$ cat src/rtl/text_buffer_arbiter_if.sv
// Writer/reader bus of the text screen buffer: two byte-write requesters with
// grant handshakes, a clear request, and the text engine's read port.
interface text_buffer_arbiter_if #(
  parameter int ADDR_W = 6
);
  logic              req0;
  logic [ADDR_W-1:0] addr0;
  logic [7:0]        data0;
  logic              gnt0;
  logic              req1;
  logic [ADDR_W-1:0] addr1;
  logic [7:0]        data1;
  logic              gnt1;
  logic              clearReq;
  logic [ADDR_W-1:0] charAddress;
  logic [7:0]        charOut;
  logic              busy;

  modport master (
    output req0, addr0, data0, req1, addr1, data1, clearReq, charAddress,
    input  gnt0, gnt1, charOut, busy
  );

  modport slave (
    input  req0, addr0, data0, req1, addr1, data1, clearReq, charAddress,
    output gnt0, gnt1, charOut, busy
  );
endinterface

$ cat src/rtl/text_buffer_arbiter.sv
// 64-character screen buffer: round-robin arbitration of two byte writers,
// full-buffer clear after reset and on demand, and an unstalled registered read port.
module text_buffer_arbiter #(
  parameter int         NUM_CHARS  = 64,
  parameter int         ADDR_W     = 6,
  parameter logic [7:0] CLEAR_CHAR = 8'h20
) (
  input  logic                clk,
  input  logic                resetN,
  text_buffer_arbiter_if.slave bus
);

  typedef enum logic {ST_CLEAR, ST_IDLE} state_t;

  localparam logic [ADDR_W:0]   DEPTH    = (ADDR_W + 1)'(NUM_CHARS);
  localparam logic [ADDR_W-1:0] LAST_PTR = ADDR_W'(NUM_CHARS - 1);

  state_t            state_q, state_d;
  logic [ADDR_W-1:0] clr_ptr_q, clr_ptr_d;
  logic              rr_q, rr_d;
  logic              gnt0_q, gnt0_d;
  logic              gnt1_q, gnt1_d;
  logic              busy_q, busy_d;
  logic [7:0]        char_out_q, char_out_d;

  logic [7:0]        mem [NUM_CHARS];

  logic              elig0, elig1;
  logic              win0, win1;
  logic              wr_en;
  logic [ADDR_W-1:0] wr_addr;
  logic [7:0]        wr_data;

  // Only matters when NUM_CHARS is not a power of two.
  function automatic logic in_range(input logic [ADDR_W-1:0] a);
    return {1'b0, a} < DEPTH;
  endfunction

  always_comb begin
    state_d    = state_q;
    clr_ptr_d  = clr_ptr_q;
    rr_d       = rr_q;
    gnt0_d     = 1'b0;
    gnt1_d     = 1'b0;
    busy_d     = busy_q;
    char_out_d = mem[bus.charAddress];
    win0       = 1'b0;
    win1       = 1'b0;
    wr_en      = 1'b0;
    wr_addr    = clr_ptr_q;
    wr_data    = CLEAR_CHAR;
    // A requester still seeing its grant is not eligible, so a held req
    // cannot write the same byte twice.
    elig0      = bus.req0 & ~gnt0_q;
    elig1      = bus.req1 & ~gnt1_q;

    case (state_q)
      ST_CLEAR: begin
        wr_en = 1'b1;
        if (clr_ptr_q == LAST_PTR) begin
          state_d   = ST_IDLE;
          clr_ptr_d = '0;
          busy_d    = 1'b0;
        end else begin
          clr_ptr_d = clr_ptr_q + ADDR_W'(1);
        end
      end
      ST_IDLE: begin
        if (bus.clearReq) begin
          state_d   = ST_CLEAR;
          clr_ptr_d = '0;
          busy_d    = 1'b1;
        end else begin
          // rr_q == 0 favours requester 0 when both are eligible.
          win0   = elig0 & (~elig1 | ~rr_q);
          win1   = elig1 & (~elig0 | rr_q);
          gnt0_d = win0;
          gnt1_d = win1;
          if (win0) begin
            rr_d    = 1'b1;
            wr_addr = bus.addr0;
            wr_data = bus.data0;
            wr_en   = in_range(bus.addr0);
          end else if (win1) begin
            rr_d    = 1'b0;
            wr_addr = bus.addr1;
            wr_data = bus.data1;
            wr_en   = in_range(bus.addr1);
          end
        end
      end
      default: begin
        state_d   = ST_CLEAR;
        clr_ptr_d = '0;
        busy_d    = 1'b1;
      end
    endcase
  end

  always_ff @(posedge clk or negedge resetN) begin
    if (!resetN) begin
      state_q    <= ST_CLEAR;
      clr_ptr_q  <= '0;
      rr_q       <= 1'b0;
      gnt0_q     <= 1'b0;
      gnt1_q     <= 1'b0;
      busy_q     <= 1'b1;
      char_out_q <= 8'h00;
    end else begin
      state_q    <= state_d;
      clr_ptr_q  <= clr_ptr_d;
      rr_q       <= rr_d;
      gnt0_q     <= gnt0_d;
      gnt1_q     <= gnt1_d;
      busy_q     <= busy_d;
      char_out_q <= char_out_d;
    end
  end

  // Storage is left unreset; the clear sequence initialises it.
  always_ff @(posedge clk) begin
    if (wr_en) begin
      mem[wr_addr] <= wr_data;
    end
  end

  assign bus.gnt0    = gnt0_q;
  assign bus.gnt1    = gnt1_q;
  assign bus.busy    = busy_q;
  assign bus.charOut = char_out_q;

endmodule
$ cat src/flat_wrapper.sv
// flat-port wrapper written by rule: the top's interface ports become plain ports
module text_buffer_arbiter_flat 
#(
  parameter int         NUM_CHARS  = 64,
  parameter int         ADDR_W     = 6,
  parameter logic [7:0] CLEAR_CHAR = 8'h20
)
  (clk, resetN, bus_req0, bus_addr0, bus_data0, bus_req1, bus_addr1, bus_data1, bus_clearReq, bus_charAddress, bus_gnt0, bus_gnt1, bus_charOut, bus_busy);
  text_buffer_arbiter_if #(.ADDR_W(ADDR_W)) bus_i ();
  input  logic clk;
  input  logic resetN;
  input wire logic [$bits(bus_i.req0)-1:0] bus_req0;
  input wire logic [$bits(bus_i.addr0)-1:0] bus_addr0;
  input wire logic [$bits(bus_i.data0)-1:0] bus_data0;
  input wire logic [$bits(bus_i.req1)-1:0] bus_req1;
  input wire logic [$bits(bus_i.addr1)-1:0] bus_addr1;
  input wire logic [$bits(bus_i.data1)-1:0] bus_data1;
  input wire logic [$bits(bus_i.clearReq)-1:0] bus_clearReq;
  input wire logic [$bits(bus_i.charAddress)-1:0] bus_charAddress;
  output wire logic [$bits(bus_i.gnt0)-1:0] bus_gnt0;
  output wire logic [$bits(bus_i.gnt1)-1:0] bus_gnt1;
  output wire logic [$bits(bus_i.charOut)-1:0] bus_charOut;
  output wire logic [$bits(bus_i.busy)-1:0] bus_busy;
  assign bus_i.req0 = bus_req0;
  assign bus_i.addr0 = bus_addr0;
  assign bus_i.data0 = bus_data0;
  assign bus_i.req1 = bus_req1;
  assign bus_i.addr1 = bus_addr1;
  assign bus_i.data1 = bus_data1;
  assign bus_i.clearReq = bus_clearReq;
  assign bus_i.charAddress = bus_charAddress;
  assign bus_gnt0 = bus_i.gnt0;
  assign bus_gnt1 = bus_i.gnt1;
  assign bus_charOut = bus_i.charOut;
  assign bus_busy = bus_i.busy;
  text_buffer_arbiter #(.NUM_CHARS(NUM_CHARS), .ADDR_W(ADDR_W), .CLEAR_CHAR(CLEAR_CHAR)) u_core (.clk(clk), .resetN(resetN), .bus(bus_i));
endmodule
$ cat config.mk
export PLATFORM = sky130hd
export DESIGN_NAME = text_buffer_arbiter_flat
export DESIGN_NICKNAME = d
export VERILOG_FILES = /design/src/rtl/text_buffer_arbiter_if.sv /design/src/rtl/text_buffer_arbiter.sv /design/src/flat_wrapper.sv
export SDC_FILE = /design/constraint.sdc
export NUM_CORES = 1
export LEC_CHECK = 0
export ABC_AREA = 0
export BUFFER_PORTS_ARGS = -buffer_cell sky130_fd_sc_hd__buf_2
export CORE_MARGIN = 1
export CORE_UTILIZATION = 43
export CTS_CLUSTER_SIZE = 8
export DETAILED_ROUTE_END_ITERATION = 7
export SETUP_SLACK_MARGIN = 0.3
export SYNTH_ARGS = -nofsm -noshare
export SYNTH_HDL_FRONTEND = slang
export SYNTH_SLANG_ARGS = --single-unit
$ cat constraint.sdc
create_clock -name clk -period 3.67 [get_ports clk]
set_clock_uncertainty 0.1 [all_clocks]
set_input_delay 0.734 -clock clk [delete_from_list [all_inputs] [get_ports clk]]
set_output_delay 0.734 -clock clk [all_outputs]
set_load 0.02 [all_outputs]
==> impl_results.md <==
* Die Area at 49,900 sq um
* Share of the synthesized area in the top cell type at 0.729
* CP max stage delay at 920 ps
* Hold slack at 49.6 ps
* Clock Sinks at 531
* Ys flop type: edfxtp_1
* Critical path, cell by cell: or3b_4 -> nand3_1 -> a21oi_1 -> a211o_1 -> nor4_2
* H-tree levels at 3
* Number of nets in the layout at 1,237
* Post-CTS Hold Fix Bufs at 0
* Total congestion overflow at 0
* Post-Syn Area at 21,100 sq um
* Synthesized flop and latch total at 531
* Final setup vio count at 0
* Worst-path clk slew at 50 ps
* First-pass GRT wire length at 75.4 mm
* DRT antenna net count at 0
* Seq/Total Area, Yosys at 0.752
* Worst setup SP type: flip-flop
* Die Wd at 223 um
* N_diodes at 0
* Commonest non-fill, non-tap cells in the layout: edfxtp_1, mux4_2, buf_4
* WS Path Type: reg -> reg
* Yosys top cell by area: edfxtp_1
* Initial Util at 0.439
* Setup ws final at 725 ps
* IO Count at 50
* Drt first pass iters at 5
* Post-Route WL at 51.0 mm
* Clock Tree Root: clkbuf_16
* Finished Layout Cells at 1,845
* Area growth from synthesis to layout at 18.4%
* Fmax at 340 MHz
* Gate Count Post-Synth at 1,009
* Crit path time final at 2940 ps
* Total Routing Usage GR at 0.210
* Ratio of cells with drive above 1 in the final layout at 0.346
* Relative slew slack at 0.205
* Die Ht at 223 um
* EDFF count, synth at 512
* Total of max-cap violations at 0
* Setup crit end kind: flip-flop
* Initial antenna violation count at 0
* Post-CTS resize count at 0
* Post-detail-place hpwl at 32.0 mm
* Worst-Skew Late Latency at 580 ps
* CP required at 3770 ps
* Commonest non-fill, non-tap cell in the layout: edfxtp_1
* Core area at 48,000 sq um
* Post-Syn Nets at 1,049
* Gp weighted congestion at 0.888
* Worst-Margin Slew at 1190 ps
* CTS max path bufs at 3
* Top cells by area, synth: edfxtp_1, mux4_2, dfrtp_1
* Slowest stage cell, crit path: nor4_2
* Vias in the first global route at 11,200
* Slew Viols, Final at 0
* Fraction of registers with async set/reset at 0.0358
* RSZ-0062 raised after global routing: no
* Setup TNS at 0 ps
* Final Hold Fails at 0
* Avg Vias per Cell at 5.90
* Placed Cells at 1,734
* CP Max Fanout at 8
* Worst EP arrival at 3040 ps
* Power per cell area at 612 nW/um^2
* Starting DRT DRC Count at 973
* Synth cell types at 55
* Hold Crit Class: in -> async
* Period Utilization, post-route at 0.802
* Synth Area per Inst at 20.9 sq um
* Power, Total at 15,300 uW
* CTS Buf Count at 76
* Filler cells at 3,769
* Drt wl/cell at 27.6 um
* Maximum VDD drop at 0.000433 V
* Via count at 10,900
* Post-CTS Setup Bufs at 0
* Cell leakage power at 0.00855 uW
* Crit-path leading delay family: simple AND/OR/NAND/NOR gates
* Syn. warnings at 0
* Largest net degree at the start of global routing at 65
* CP Buf/Inv Count at 0
* CTS tree: done
* Run status: completed
* # DRC at 0
* Num rows at 80
* Place WS at 290 ps
* I/O Buffers at 49
logic make-up after synthesis:
| group | share of synthesized area |
|---|---|
| muxes | 0.158 |
| AOI/OAI and AO/OA | 0.0345 |
| adders and majority gates | 0.000593 |
| buffers and inverters | 0.0167 |
| DFF | 0.752 |
| and+or+nand+nor | 0.0389 |
power breakdown:
part / switching (uW) / total, uW / internal [uW] / leakage, uW
combinational: 1310 / 1930 / 620 / 0.00233
clock: 2390 / 6230 / 3840 / 0.00102
sequential: 126 / 7100 / 6980 / 0.00521
total: 3830 / 15300 / 11400 / 0.00855
per-stage QoR:
stage               instance area [sq um]   util
finish                              25000  0.519
global route                        25000  0.519
CTS                                 25000  0.519
detailed placement                  22800  0.475
global placement                    22800  0.475
floorplan                           21100      -
final timing paths:
path,start,endpoint,slack [ps],cells after the start
worst max-delay path,u_core.rr_q,u_core.mem[17][4],730,5
worst min-delay path,resetN,u_core.bus.charOut[6],50,1
worst max register to register,u_core.rr_q,u_core.mem[17][4],730,5
worst min register to register,u_core.bus.busy,u_core.bus.busy,410,2
max in group asynchronous,resetN,u_core.clr_ptr_q[2],3020,1
min in group clk,bus_clearReq,u_core.bus.busy,330,3
metal layers:
metal | GRT usage | part of all wire | vias to the layer above
met5 | 0 | 0 | -
met4 | 0.0650 | 0.024 | 0
met3 | 0.0518 | 0.067 | 78
met2 | 0.322 | 0.47 | 355
met1 | 0.299 | 0.44 | 5782
li1 | - | - | 4671
sequential cells by signal, summed over array words and instances (netlist names):
name                cells
u_core.state_q          1
u_core.mem            512
u_core.bus.busy         1
u_core.bus.gnt1         1
u_core.clr_ptr_q        6
u_core.bus.gnt0         1
u_core.rr_q             1
u_core.bus.charOut      8
area by class of cell:
class	instances	area, sq um	area share
Clock buffer	105	2050	0.0823
Clock inverter	6	58.8	0.00236
Inverter	4	15.0	0.000602
Multi-Input combinational cell	416	4980	0.200
Sequential cell	531	15900	0.635
Tap cell	615	769	0.0308
Timing Repair Buffer	168	1230	0.0491
synthesized netlist by cell type (all sizes together), types with 7 or more instances:
cell / count
o31ai: 7
nand3: 9
o21ai: 24
o221ai: 8
mux2i: 27
a22o: 12
a21oi: 20
nor3: 28
o22ai: 7
nand2b: 7
nor2: 24
edfxtp: 512
mux4: 133
clkbuf: 18
a211oi: 8
nand2: 12
buf: 40
dfrtp: 18
nor4: 36
(Power assumes the default switching activity.)
